## src/rtl/core_mmio_timer.sv

```systemverilog
// core_mmio_timer
// Machine timer responder on the core MMIO request/grant bus.
// Holds mtime, mtimecmp and a control register (bit0 = count enable), and
// raises a level interrupt whenever mtime >= mtimecmp (unsigned).
// Every request is granted in the cycle it is presented. The read data and
// error response are registered on the grant and held until the next grant.

module core_mmio_timer #(
    parameter logic [63:0] MMIO_BASE_ADDR = 64'h1000,
    parameter int unsigned PRESCALE       = 1
) (
    input  logic        g_clk,
    input  logic        g_reset,
    input  logic        mmio_req,
    input  logic        mmio_wen,
    input  logic [63:0] mmio_addr,
    input  logic [63:0] mmio_wdata,
    output logic        mmio_gnt,
    output logic [63:0] mmio_rdata,
    output logic        mmio_error,
    output logic        irq_timer
);

    // A one-bit prescaler is kept even when PRESCALE is 1, so the wrap
    // compare below stays well formed. With PRESCALE 1 it wraps every cycle.
    localparam int PW = (PRESCALE > 1) ? $clog2(PRESCALE) : 1;
    localparam logic [PW-1:0] PRESCALE_LAST = PW'(PRESCALE - 1);

    logic [63:0]   mtime;
    logic [63:0]   mtimecmp;
    logic          enable;
    logic [PW-1:0] prescaler;

    logic [63:0]   mtime_next;
    logic [63:0]   mtimecmp_next;
    logic          enable_next;
    logic [PW-1:0] prescaler_next;

    logic [63:0]   offset;
    logic          sel_mtime;
    logic          sel_mtimecmp;
    logic          sel_ctrl;
    logic          addr_error;
    logic          wr_mtime;
    logic          wr_mtimecmp;
    logic          wr_ctrl;
    logic [63:0]   rd_value;

    // Decode the access. Any offset outside the three aligned registers is
    // an error, and an erroring access never writes a register.
    assign offset       = mmio_addr - MMIO_BASE_ADDR;
    assign sel_mtime    = (offset == 64'h000);
    assign sel_mtimecmp = (offset == 64'h008);
    assign sel_ctrl     = (offset == 64'h010);
    assign addr_error   = !(sel_mtime || sel_mtimecmp || sel_ctrl);

    assign wr_mtime     = mmio_req && mmio_wen && sel_mtime;
    assign wr_mtimecmp  = mmio_req && mmio_wen && sel_mtimecmp;
    assign wr_ctrl      = mmio_req && mmio_wen && sel_ctrl;

    assign mmio_gnt     = mmio_req;

    // Read mux: present the register values as they are before this cycle's update.
    always_comb begin
        rd_value = '0;
        if (sel_mtime) begin
            rd_value = mtime;
        end else if (sel_mtimecmp) begin
            rd_value = mtimecmp;
        end else if (sel_ctrl) begin
            rd_value = {63'b0, enable};
        end
    end

    // Counter update: a bus write to mtime beats an increment in the same cycle and restarts the prescaler.
    always_comb begin
        mtime_next     = mtime;
        prescaler_next = prescaler;
        if (wr_mtime) begin
            mtime_next     = mmio_wdata;
            prescaler_next = '0;
        end else if (enable) begin
            if (prescaler == PRESCALE_LAST) begin
                prescaler_next = '0;
                mtime_next     = mtime + 64'd1;
            end else begin
                prescaler_next = prescaler + PW'(1);
            end
        end
    end

    // Next values of the compare and control registers.
    always_comb begin
        mtimecmp_next = wr_mtimecmp ? mmio_wdata : mtimecmp;
        enable_next   = wr_ctrl ? mmio_wdata[0] : enable;
    end

    // Timer state and interrupt. The interrupt is taken from the next-state values so it tracks a write one cycle after the grant.
    always_ff @(posedge g_clk or posedge g_reset) begin
        if (g_reset) begin
            mtime     <= '0;
            mtimecmp  <= '1;
            enable    <= 1'b1;
            prescaler <= '0;
            irq_timer <= 1'b0;
        end else begin
            mtime     <= mtime_next;
            mtimecmp  <= mtimecmp_next;
            enable    <= enable_next;
            prescaler <= prescaler_next;
            irq_timer <= (mtime_next >= mtimecmp_next);
        end
    end

    // Response registers: loaded on every grant and held until the next one. Writes and errors return zero data.
    always_ff @(posedge g_clk or posedge g_reset) begin
        if (g_reset) begin
            mmio_rdata <= '0;
            mmio_error <= 1'b0;
        end else if (mmio_req) begin
            mmio_rdata <= (!mmio_wen && !addr_error) ? rd_value : 64'd0;
            mmio_error <= addr_error;
        end
    end

endmodule

```

## config.mk

```make
export PLATFORM = sky130hd
export DESIGN_NAME = core_mmio_timer
export DESIGN_NICKNAME = d
export VERILOG_FILES = /design/src/rtl/core_mmio_timer.sv
export SDC_FILE = /design/constraint.sdc
export NUM_CORES = 1
export LEC_CHECK = 0
export CAP_MARGIN = 20
export CORE_UTILIZATION = 55
export DETAILED_ROUTE_END_ITERATION = 8
export PLACE_DENSITY = 0.82
export SYNTH_ARGS = -nofsm -noshare
export SYNTH_HDL_FRONTEND = slang
export SYNTH_SLANG_ARGS = --single-unit
```

## constraint.sdc

```tcl
create_clock -name g_clk -period 7.75 [get_ports g_clk]
set_input_delay 1.55 -clock g_clk [delete_from_list [all_inputs] [get_ports g_clk]]
set_output_delay 1.55 -clock g_clk [all_outputs]
set_load 0.02 [all_outputs]
```

==> flow_metrics.tcl, run 1 <==
set metrics [dict create \
    setup_violations 0 \
    design.core.area_mm2 0.02129 \
    layout-drive-gt1-share 0.1546 \
    final_cells 1543 \
    rsz0062_at_grt "no" \
    cts_hold_buffers 0 \
    critical_path_class "in -> reg" \
    power_frac_comb 0.074 \
    syn_to_final_growth_pct 22.58 \
    gr-total-overflow 0 \
    dp_slack_ps 394.5 \
    synthArstFlopShare 1.000 \
    ys.flop_type "dfrtp_1" \
    finalSetupTns_ps 0 \
    maxClockFrequency_mhz 143.3 \
    use_met3 0.05061 \
    fin_area_mm2 0.01478 \
    diodes 0 \
    period_needed_ps 6977 \
    cts_setup_buffers 0 \
    synth_top_area_frac 0.2698 \
    cp.required_ps 8050 \
    vias 9319 \
    tightest_slew_ps 937.2 \
    ys_seq_area_frac 0.4114 \
    power_leakage_nw 6.722 \
    syn_avg_cell_area_um2 11.12 \
    grt_pass1_vias 9655 \
    multi_input_area_mm2 0.006500 \
    first_pass_iters 4 \
    synth_edf_count 0 \
    cts_buffer_depth 2 \
    cts_resized 0 \
    worstPathMaxFanout 25 \
    final_max_slew_viol_count 0 \
    die_y_um 150.1 \
    rows 53 \
    place_area_mm2 0.01417 \
    setup_slack_ps 772.6 \
    grt_pass1_wl_um 48560 \
    dp_hpwl_um 21440 \
    use_met1 0.3562 \
    clkLatencyLatePin_ps 440 \
    wirelength_um 29820 \
    synth_area_mm2 0.01206 \
    p_per_area_mw_per_mm2 142.0 \
    busiest_layer "met2" \
    cts.sinks 195 \
    drc 0 \
    period_share 0.9003 \
    hold_violations 0 \
    ios 199 \
    dp.cells 1511 \
    root_buffer "clkbuf_16" \
    yosysMostFrequentCell "dfrtp_1" \
    ir_drop_mv 0.1167 \
    seq_power_share 0.486 \
    chipWidth_um 150.1 \
    holdWs_ps 534.2 \
    numCtsBuffers 17 \
    drtIter0Drc 495 \
    p_switching_uw 475.1 \
    track_usage 0.2748 \
    yosysTopAreaCell "dfrtp_1" \
    maxSlewHeadroom 0.3752 \
    sw_frac_of_total 0.2264 \
    wl_per_cell_um 19.33 \
    ant_nets 0 \
    antenna_found_initial 1 \
    dieArea_mm2 0.02252 \
    cts_tree "done" \
    synth_warnings 0 \
    yosys-top-cells-count "dfrtp_1 (130), mux2i_1 (129), inv_1 (72), mux2_2 (72)" \
    hold_class "reg -> reg" \
    path_clk_slew_ps 70 \
    synth_cell_types 58 \
    finalClockSkew_ps 10.04 \
    register_area_mm2 0.004961 \
    cts-htree-levels 4 \
    io_buffer_count 198 \
    fill_cells 1564 \
    synth_area_leaders "dfrtp_1 (27%), dfstp_2 (14%), mux2i_1 (11%), ha_1 (6.7%), mux2_2 (6.7%)" \
    grt_start_max_net_pins 137 \
    status "finished clean" \
    start_util 0.5664 \
    clkPwrFrac 0.441 \
    final_nets 1452 \
    power.internal_mw 1.624 \
    critical_path.startpoint_type "primary input" \
    max_cap_viol_count 0 \
    met2_usage 0.4581 \
    gp_congestion 0.9014 \
    ys_ff_latch 195 \
    viasPerCell 6.040 \
    synth_fp_nets 1281 \
    cp-end-kind "flop" \
    critPathArrivalTime_ps 7280 \
    syn_inst 1084 \
]
==> cell usage in the layout (no fill, tap or decap), types with 5 or more instances in the layout <==
cell type	instances
a21o_1	8
a21oi_1	18
and3_1	14
and4_1	8
buf_4	13
clkbuf_16	17
clkdlybuf4s50_1	196
clkinv_4	5
dfrtp_1	130
dfstp_2	65
ha_1	65
inv_1	71
mux2_1	58
mux2_2	72
mux2i_1	129
nand2_1	32
nand3_1	32
nand4_1	34
nor2_1	37
nor2b_1	6
nor3_1	16
nor4_1	13
o21ai_0	22
o32ai_1	63
or3_1	6
xnor2_1	48
xor2_1	21
==> path summary, 6_finish.rpt <==
kind	depth (start not counted)	from	end	slack [ps]
setup / recovery	19	mmio_addr[32]	irq_timer	770
hold / removal	2	mmio_rdata[38]	mmio_rdata[38]	530
setup reg to reg	16	mtime[3]	irq_timer	2640
hold reg to reg	2	mmio_rdata[38]	mmio_rdata[38]	530
max in group asynchronous	3	g_reset	mmio_rdata[0]	4700
min in group asynchronous	2	g_reset	mmio_rdata[38]	1710
==> area by class of cell <==
type / count / share of cell area
Multi-Input combinational cell: 758 / 0.4398
Sequential cell: 195 / 0.3356
Timing Repair Buffer: 211 / 0.1410
Clock buffer: 21 / 0.03115
Tap cell: 275 / 0.02328
Inverter: 72 / 0.01879
Clock inverter: 11 / 0.01033
==> flip-flops by register name, summed over array words and instances, names as in the netlist <==
signal and flops:
enable 1, irq_timer 1, mmio_error 1, mmio_rdata 64, mtime 64, mtimecmp 64
==> per-layer routing <==
metal,part of all wire,up-vias
met5,0,-
met4,0.023,0
met3,0.052,60
met2,0.49,264
met1,0.44,4637
li1,-,4358
==> power by group through the flow <==
| stage | logic [mW] | clock network (mW) | registers [mW] |
|---|---|---|---|
| 2_1_floorplan | 0.0526 | 0 | 1.04 |
| 3_3_place_gp | 0.153 | 0 | 1.04 |
| 3_5_place_dp | 0.154 | 0 | 1.04 |
| 4_1_cts | 0.155 | 0.938 | 1.02 |
| 5_1_grt | 0.165 | 0.978 | 1.02 |
| 6_report | 0.154 | 0.925 | 1.02 |
==> stage by stage <==
| stage | utilization | power [mW] |
|---|---|---|
| 6_report | 0.6944 | 2.099 |
| 3_3_place_gp | 0.6656 | 1.190 |
| 2_1_floorplan | - | 1.090 |
| 3_5_place_dp | 0.6656 | 1.191 |
| 5_1_grt | 0.6944 | 2.161 |
| 4_1_cts | 0.6944 | 2.112 |
==> cell families (layout without fill, tap and decap cells) <==
kind of cell	after synthesis	after routing	synth area share
muxes	259	259	0.2285
and+or+nand+nor	226	226	0.1057
DFF	195	195	0.4114
AOI/OAI and AO/OA	139	139	0.08592
buffers and inverters	131	315	0.05085
xor gates and xnor gates	69	69	0.05012
adders and majority gates	65	65	0.06745
==> worst max-delay path: stages <==
cell and delay (ps):
clkdlybuf4s50_1 470, nor4_1 410, nand4b_1 240, or3_1 520, o31ai_1 390, nand4_1 230
nor4_4 510, and3_2 370, buf_4 380, mux2_2 400, ha_1 310, a21o_1 180
a21o_1 160, a21o_1 180, a211o_1 290, o2111ai_1 110, nand3_1 150, nor4_1 320
a21oi_1 110
Note: power is estimated with default switching activity, not from simulation.
==> inputs of run 2 (changes only) <==
--- a/config.mk
+++ b/config.mk
@@ -5,7 +5,6 @@
 export SDC_FILE = /design/constraint.sdc
 export NUM_CORES = 1
 export LEC_CHECK = 0
-export CAP_MARGIN = 20
 export CORE_UTILIZATION = 55
 export DETAILED_ROUTE_END_ITERATION = 8
 export PLACE_DENSITY = 0.82
==> results of run 2 <==
No change in the layout: final DEF, timing and power equal those of run 1.
==> inputs of run 3 (changes only) <==
--- a/config.mk
+++ b/config.mk
@@ -6,7 +6,9 @@
 export NUM_CORES = 1
 export LEC_CHECK = 0
 export CORE_UTILIZATION = 55
+export CTS_CLUSTER_DIAMETER = 120
 export DETAILED_ROUTE_END_ITERATION = 8
+export HOLD_SLACK_MARGIN = 0.02
 export PLACE_DENSITY = 0.82
 export SYNTH_ARGS = -nofsm -noshare
 export SYNTH_HDL_FRONTEND = slang
==> results of run 3 <==
No change in the layout: final DEF, timing and power equal those of run 1.
